## src/rtl/final_key_schedule_if.sv

```systemverilog
// final_key_schedule_if
//   Handshake bundle between the key-expansion stage and whatever sits around
//   it. 64-bit keys are held in [63:0] vectors; vector bit 63 is the key's
//   bit 0 (MSB), so values compare directly as integers.
//   Signals:
//     start       request expansion (honoured only when the stage is idle)
//     master_key  key captured on the accepting edge
//     key_ready   consumer accepts final_key when key_valid && key_ready
//     busy        expansion rounds in progress
//     key_valid   final_key is valid and stable
//     final_key   expanded key
//   Modports: master = requester/consumer side, slave = the expansion stage.
interface final_key_schedule_if;
  logic        start;
  logic [63:0] master_key;
  logic        key_ready;
  logic        busy;
  logic        key_valid;
  logic [63:0] final_key;

  modport master (
    output start, master_key, key_ready,
    input  busy, key_valid, final_key
  );

  modport slave (
    input  start, master_key, key_ready,
    output busy, key_valid, final_key
  );
endinterface

```

## src/rtl/final_key_schedule.sv

```systemverilog
// final_key_schedule
//   Derives the 64-bit final_key for the bit-level mixing stage from a
//   64-bit master key. Runs ROUNDS rotate/XOR rounds, one per clock, then
//   holds the result behind a valid/ready handshake.
//   Parameters:
//     ROUNDS  number of expansion rounds (1..255)
//     ROT     left-rotate amount per round (1..63)
//   Ports:
//     clk     rising-edge clock
//     rst_n   synchronous active-low reset
//     ks      final_key_schedule_if.slave (start/master_key/key_ready in,
//             busy/key_valid/final_key out)
//   Build option:
//     FINAL_KEY_SBOX_EN  when defined, every nibble of each round result is
//                        passed through a fixed 4-bit S-box; latency unchanged.
//   Round: k <= rotl64(k, ROT) ^ {8{r}} (then optional S-box), r = 1..ROUNDS.

`ifdef FINAL_KEY_SBOX_EN
// One nibble of the round substitution layer.
module final_key_sbox_nib (
  input  logic [3:0] nib_i,
  output logic [3:0] nib_o
);
  always_comb begin
    nib_o = 4'h0;
    case (nib_i)
      4'h0: nib_o = 4'hC;
      4'h1: nib_o = 4'h5;
      4'h2: nib_o = 4'h6;
      4'h3: nib_o = 4'hB;
      4'h4: nib_o = 4'h9;
      4'h5: nib_o = 4'h0;
      4'h6: nib_o = 4'hA;
      4'h7: nib_o = 4'hD;
      4'h8: nib_o = 4'h3;
      4'h9: nib_o = 4'hE;
      4'hA: nib_o = 4'hF;
      4'hB: nib_o = 4'h8;
      4'hC: nib_o = 4'h4;
      4'hD: nib_o = 4'h7;
      4'hE: nib_o = 4'h1;
      4'hF: nib_o = 4'h2;
      default: nib_o = 4'h0;
    endcase
  end
endmodule
`endif

module final_key_schedule #(
  parameter int ROUNDS = 8,
  parameter int ROT    = 13
) (
  input logic                 clk,
  input logic                 rst_n,
  final_key_schedule_if.slave ks
);

  localparam int         NIBS     = 16;
  localparam logic [7:0] ROUNDS_B = 8'(ROUNDS);

  if (ROUNDS < 1 || ROUNDS > 255) begin : g_bad_rounds
    $error("final_key_schedule: ROUNDS must be 1..255");
  end
  if (ROT < 1 || ROT > 63) begin : g_bad_rot
    $error("final_key_schedule: ROT must be 1..63");
  end

  typedef enum logic [1:0] {
    IDLE  = 2'd0,
    RUN   = 2'd1,
    VALID = 2'd2
  } state_e;

  state_e      state_q, state_d;
  logic [63:0] k_q, k_d;
  logic [7:0]  r_q, r_d;
  logic [63:0] fk_q, fk_d;

  // Round datapath: rotate, XOR the replicated round byte, optional S-box.
  logic [63:0]            rot_w;
  logic [NIBS-1:0][3:0]   mix_w;
  logic [NIBS-1:0][3:0]   rnd_w;

  assign rot_w = {k_q[63-ROT:0], k_q[63:64-ROT]};
  assign mix_w = rot_w ^ {8{r_q}};

`ifdef FINAL_KEY_SBOX_EN
  for (genvar n = 0; n < NIBS; n++) begin : g_sbox
    final_key_sbox_nib u_nib (
      .nib_i (mix_w[n]),
      .nib_o (rnd_w[n])
    );
  end
`else
  assign rnd_w = mix_w;
`endif

  always_ff @(posedge clk) begin
    if (!rst_n) begin
      state_q <= IDLE;
      k_q     <= '0;
      r_q     <= '0;
      fk_q    <= '0;
    end else begin
      state_q <= state_d;
      k_q     <= k_d;
      r_q     <= r_d;
      fk_q    <= fk_d;
    end
  end

  always_comb begin
    state_d = state_q;
    k_d     = k_q;
    r_d     = r_q;
    fk_d    = fk_q;
    case (state_q)
      IDLE: begin
        if (ks.start) begin
          k_d     = ks.master_key;
          r_d     = 8'd1;
          state_d = RUN;
        end
      end
      RUN: begin
        k_d = rnd_w;
        // r stops at ROUNDS (<= 255), so the 8-bit counter never wraps.
        if (r_q == ROUNDS_B) begin
          fk_d    = rnd_w;
          state_d = VALID;
        end else begin
          r_d = r_q + 8'd1;
        end
      end
      VALID: begin
        // final_key is left untouched on exit; it holds until the next result.
        if (ks.key_ready) state_d = IDLE;
      end
      default: state_d = IDLE;
    endcase
  end

  // Outputs decode registered state only; no input reaches them combinationally.
  assign ks.busy      = (state_q == RUN);
  assign ks.key_valid = (state_q == VALID);
  assign ks.final_key = fk_q;

endmodule

```

## src/flat_wrapper.sv

```systemverilog
// flat-port wrapper written by rule: the top's interface ports become plain ports
module final_key_schedule_flat 
#(
  parameter int ROUNDS = 8,
  parameter int ROT    = 13
)
  (clk, rst_n, ks_start, ks_master_key, ks_key_ready, ks_busy, ks_key_valid, ks_final_key);
  final_key_schedule_if ks_i ();
  input logic clk;
  input logic rst_n;
  input wire logic [$bits(ks_i.start)-1:0] ks_start;
  input wire logic [$bits(ks_i.master_key)-1:0] ks_master_key;
  input wire logic [$bits(ks_i.key_ready)-1:0] ks_key_ready;
  output wire logic [$bits(ks_i.busy)-1:0] ks_busy;
  output wire logic [$bits(ks_i.key_valid)-1:0] ks_key_valid;
  output wire logic [$bits(ks_i.final_key)-1:0] ks_final_key;
  assign ks_i.start = ks_start;
  assign ks_i.master_key = ks_master_key;
  assign ks_i.key_ready = ks_key_ready;
  assign ks_busy = ks_i.busy;
  assign ks_key_valid = ks_i.key_valid;
  assign ks_final_key = ks_i.final_key;
  final_key_schedule #(.ROUNDS(ROUNDS), .ROT(ROT)) u_core (.clk(clk), .rst_n(rst_n), .ks(ks_i));
endmodule
```

## config.mk

```make
export PLATFORM = sky130hd
export DESIGN_NAME = final_key_schedule_flat
export DESIGN_NICKNAME = d
export VERILOG_FILES = /design/src/rtl/final_key_schedule_if.sv /design/src/rtl/final_key_schedule.sv /design/src/flat_wrapper.sv
export SDC_FILE = /design/constraint.sdc
export NUM_CORES = 1
export LEC_CHECK = 0
export ABC_AREA = 1
export BUFFER_PORTS_ARGS = -buffer_cell sky130_fd_sc_hd__buf_2
export CORE_UTILIZATION = 52
export CTS_CLUSTER_SIZE = 10
export DETAILED_ROUTE_END_ITERATION = 6
export GPL_TIMING_DRIVEN = 0
export PLACE_DENSITY = 0.75
export SLEW_MARGIN = 10
export SYNTH_ARGS = -nofsm -noshare
export SYNTH_HDL_FRONTEND = slang
export SYNTH_HIERARCHICAL = 1
export SYNTH_SLANG_ARGS = --single-unit
```

## constraint.sdc

```tcl
create_clock -name clk -period 2.2 [get_ports clk]
set_input_delay 0.33 -clock clk [delete_from_list [all_inputs] [get_ports clk]]
set_output_delay 0.33 -clock clk [all_outputs]
set_load 0.01 [all_outputs]
```

# Word level (Yosys, flattened, before mapping)
# Cells that the tools add are included.
dict set report op_classes {
  addsub 1
  bitwise_logic 1
  n_reduce_logical 6
  n_eq_ne 7
  muxes 9
}
# operator n
set op_table {}
lappend op_table {{case mux 64 bit (2 select lines)} 1}
lappend op_table {{two-way mux 64 bit} 1}
lappend op_table {{XOR 64 bit} 1}
lappend op_table {{two-way mux 8 bit} 2}
lappend op_table {{case mux 8 bit (2 select lines)} 1}
lappend op_table {{adder 8 x 1 -> 8 bit, second input constant} 1}
lappend op_table {{== test 8 x 4 -> 1 bit, second input constant} 1}
lappend op_table {{two-way mux 2 bit} 3}
lappend op_table {{inequality test 2 bit, second input constant} 3}
lappend op_table {{case mux 2 bit (3 select lines)} 1}
lappend op_table {{AND reduction 3 bit} 2}
lappend op_table {{AND reduction 2 bit} 2}
lappend op_table {{== test 2 x 1 -> 1 bit, second input constant} 1}
lappend op_table {{== test 2 bit, second input constant} 1}
lappend op_table {{logical NOT 2 bit} 1}
lappend op_table {{inequality test 2 x 1 -> 1 bit, second input constant} 1}
lappend op_table {{nonzero test 2 bit} 1}
dict set report totals {
  regBits 138
  input_bits 68
  out_inout_bits 66
  word_cells 28
}

# Depth between registers and ports, before layout
dict set report logic_depth {
  depth_word 3
  mapped_depth 11
  ltp_nobuf 9
}

# Worst setup path after synthesis
# OpenSTA, ideal clock, no wires.
dict set report synth_path {
  path_type {register to register}
  from {reg u_core.r_q[0]}
  to {reg u_core.fk_q[10] (netlist: u_core/ks.final_key[10])}
  path_slack_ps 656
  setup_time_ps 122
  arrival_time_ps 1422
  required_time_ps 2078
  path_stages_with_launch 10
  synth_period_minus_slack_ps 1544
  path_buffers 2
  cell_sequence {dfxtp_1 buf_2 inv_1 ha_1 nand3_1 nor2_2 nand2_4 inv_4 buf_2 a21oi_1}
}
dict set report synth_via {
  elab_chain_cells 2
}
# element line_no
set synth_rtl {}
lappend synth_rtl {{start: declaration} final_key_schedule.sv:76} ;# logic [7:0] r_q, r_d;
lappend synth_rtl {{start signal: assignment} final_key_schedule.sv:107} ;# r_q <= r_d;
lappend synth_rtl {{== test 8 x 4 -> 1 bit} final_key_schedule.sv:128} ;# if (r_q == ROUNDS_B) begin
lappend synth_rtl {{AND reduction 2 bit (no line)} --}
lappend synth_rtl {{end signal: assignment} final_key_schedule.sv:108} ;# fk_q <= fk_d;
lappend synth_rtl {{end: declaration} final_key_schedule.sv:77} ;# logic [63:0] fk_q, fk_d;
# No other way between the ends.
# A chain may end at the register's enable or synchronous reset.

# Final worst setup path
dict set report layout_path {
  from {reg u_core.r_q[1]}
  to {reg u_core.fk_q[39] (netlist: u_core/ks.final_key[39])}
}
# Same word-level chain as after synthesis.

==> results.tsv <==
metric	value	unit
grt met3 use	0.0572	
H-tree levels	4	
Async SR Flop Fraction	0	
WHS Path Cells	3	
Slew @ Worst Pin	0.550	ns
Yosys Warn Count	6	
post-route minimum period	1.98	ns
first-pass detailed-route iteration total	7	
Avg Cell Area, Syn	7.34	µm²
Setup Viol. Count Final	0	
Mapped Area	6250	µm²
Ant. Diodes	0	
share of the synthesized area in the top cell type	0.442	
CTS tree	done	
Via Count	6119	
Mapped Cells	852	
Final Cell Area	7620	µm²
Die ar.	12500	µm²
cell taking the most area after synthesis	dfxtp_1	
Req. time, crit path	2.49	ns
Post-synth top cells	nand2_1, dfxtp_1, a21oi_1, o21ai_0, inv_1	
DR DRC count	8	
Worst-path clk slew	0.06	ns
core area	11600	µm²
WL/cell	16.0	µm
share of layout cells above drive strength 1	0.197	
worst hold path startpoint	ks_master_key[48]	
DRT antenna net count	0	
MaxCap Viol Count	0	
final critical-path share of the clock period	0.899	
status	complete, but fails checks	
clock root cell	clkbuf_16	
DP HPWL	13100	µm
FF-to-FF Start	u_core/r_q[1]	
syn_nets	922	
row count	39	
endpoint class of the critical path	register	
Post-synth EDFFs	0	
clock skew	0.00786	ns
routability cong.	0.883	
Routed WL	18500	µm
P per Cell Area	783	nW/µm²
synth top area cells	dfxtp_1, nand2_1, a21oi_1	
Die Y	112	µm
worst-skew pair later-pin latency	0.42	ns
final hold violation count	0	
CTS max path bufs	2	
most frequently used flop master after synthesis	dfxtp_1	
Worst Path Arrival	2.27	ns
Worst Hold Endpoint	u_core/k_q[48]	
Crit Path Max Fanout	10	
unrepaired setup endpoints after global routing	false	
global-route met2 utilization	0.475	
hold_buf cts	0	
first-pass GRT wire length	28800	µm
top-count cell post-synth	nand2_1	
Rel. slew slack	0.634	
#FFs+latches synth	138	
R2R cell count	9	
f_max	0.506	GHz
post-synthesis cell type count	23	
TNS Setup	0	ns
GRT met1 Usage	0.406	
CTS Buf Count	17	
worst vdd ir	0.479	mV
CTS sink count	138	
Initial Utilization	0.541	
largest net degree at the start of global routing	17	
failing checks	design-rule violations	
DP Area	7090	µm²
Layout area overhead	21.8	%
Resized cells post-CTS	0	
Post-CTS Repair Setup Buffers	0	
register area	2760	µm²
die width	112	µm
fin. max-slew vios	0	
leak pwr	3.53	nW
Filler Cells Inserted	1053	
reg-to-reg endpoint	u_core/ks.final_key[39]	
# port buffers	132	
Ports	134	
# nets final	1073	
WS Path Type	register to register	
Setup crit start kind	register	
Worst Hold Class	primary input to register	
grt ovf	0	
via-per-instance ratio	5.28	
starting DRC count in detailed routing	647	
Total GRT Usage	0.302	
grt peak-use layer	met2	
initial antenna violation count	0	
r2r setup slk	0.22	ns
vias in the first global route	5521	
Multi-input gate area	2880	µm²
sequential-to-total area share from yosys stat	0.442	
-- worst max path at each step --
stage                              from                       to  slack, ns  cells after the start
after CTS                 u_core/r_q[0]  u_core/ks.final_key[21]       0.24                      9
after floorplan           u_core/r_q[0]  u_core/ks.final_key[10]       0.66                      9
final                     u_core/r_q[1]  u_core/ks.final_key[39]       0.22                      9
after detailed placement  u_core/r_q[0]  u_core/ks.final_key[21]       0.28                      9
after global routing      u_core/r_q[0]  u_core/ks.final_key[52]       0.14                     11
after global placement    u_core/r_q[0]   u_core/ks.final_key[6]       0.29                      9
-- area by class of cell --
cell class / count / share of cell area
tap: 143 / 0.0235
multi-input combinational: 581 / 0.378
clock buffer: 30 / 0.0675
timing repair buffer: 132 / 0.0867
sequential: 138 / 0.363
clock inverter: 1 / 0.000986
inverter: 70 / 0.0348
buffer: 63 / 0.0455
-- power breakdown --
part | switching, mW | internal, mW | total [mW]
clock network | 1.00 | 1.56 | 2.56
logic | 0.436 | 0.262 | 0.698
registers | 0.0828 | 2.62 | 2.71
-- worst max-delay path, stage by stage, from the launching register on --
cell and delay, ns:
dfxtp_1 0.32, buf_2 0.26, inv_1 0.10, ha_1 0.14
nand3_1 0.09, nor2_2 0.18, nand2_4 0.18, inv_4 0.20
buf_2 0.27, a21oi_1 0.10
-- metal layers --
layer | vias up | part of all wire | wire, µm
met4 | 0 | 0.022 | 414
met1 | 2755 | 0.43 | 7860
met3 | 36 | 0.089 | 1640
met2 | 302 | 0.46 | 8560
met5 | - | 0 | 0
li1 | 3026 | - | -
-- kinds of logic after synthesis --
group	count (synthesis)	synth area share
fa+ha+maj	2	0.00400
buf+inv	133	0.0978
compound gates	262	0.210
flops	138	0.442
xor+xnor	64	0.0896
simple gates	253	0.157
-- registers in the layout, indices dropped and copies added, names as in the netlist --
register,count
u_core/ks.final_key,64
u_core/state_q,2
u_core/r_q,8
u_core/k_q,64
-- through the flow --
step	power, mW	util	hold slack, ns	std cells	setup slack, ns
after CTS	5.96	0.659	0.176	1158	0.245
after floorplan	3.19	-	0.500	852	0.656
after detailed placement	3.43	0.613	0.472	1127	0.276
after global routing	6.17	0.659	0.195	1158	0.138
after global placement	3.43	0.613	0.462	1127	0.291
final	5.97	0.659	0.187	1158	0.223
-- cells in the final DEF (no fill, tap or decap), drive strengths merged, types with 9 or more instances in the layout --
| cell type | instances |
|---|---|
| inv | 70 |
| nor2 | 28 |
| a21oi | 130 |
| o21ai | 131 |
| nand3 | 9 |
| clkbuf | 54 |
| xnor2 | 64 |
| nand2 | 214 |
| buf | 171 |
| dfxtp | 138 |
Note: power is estimated with default switching activity, not from simulation.
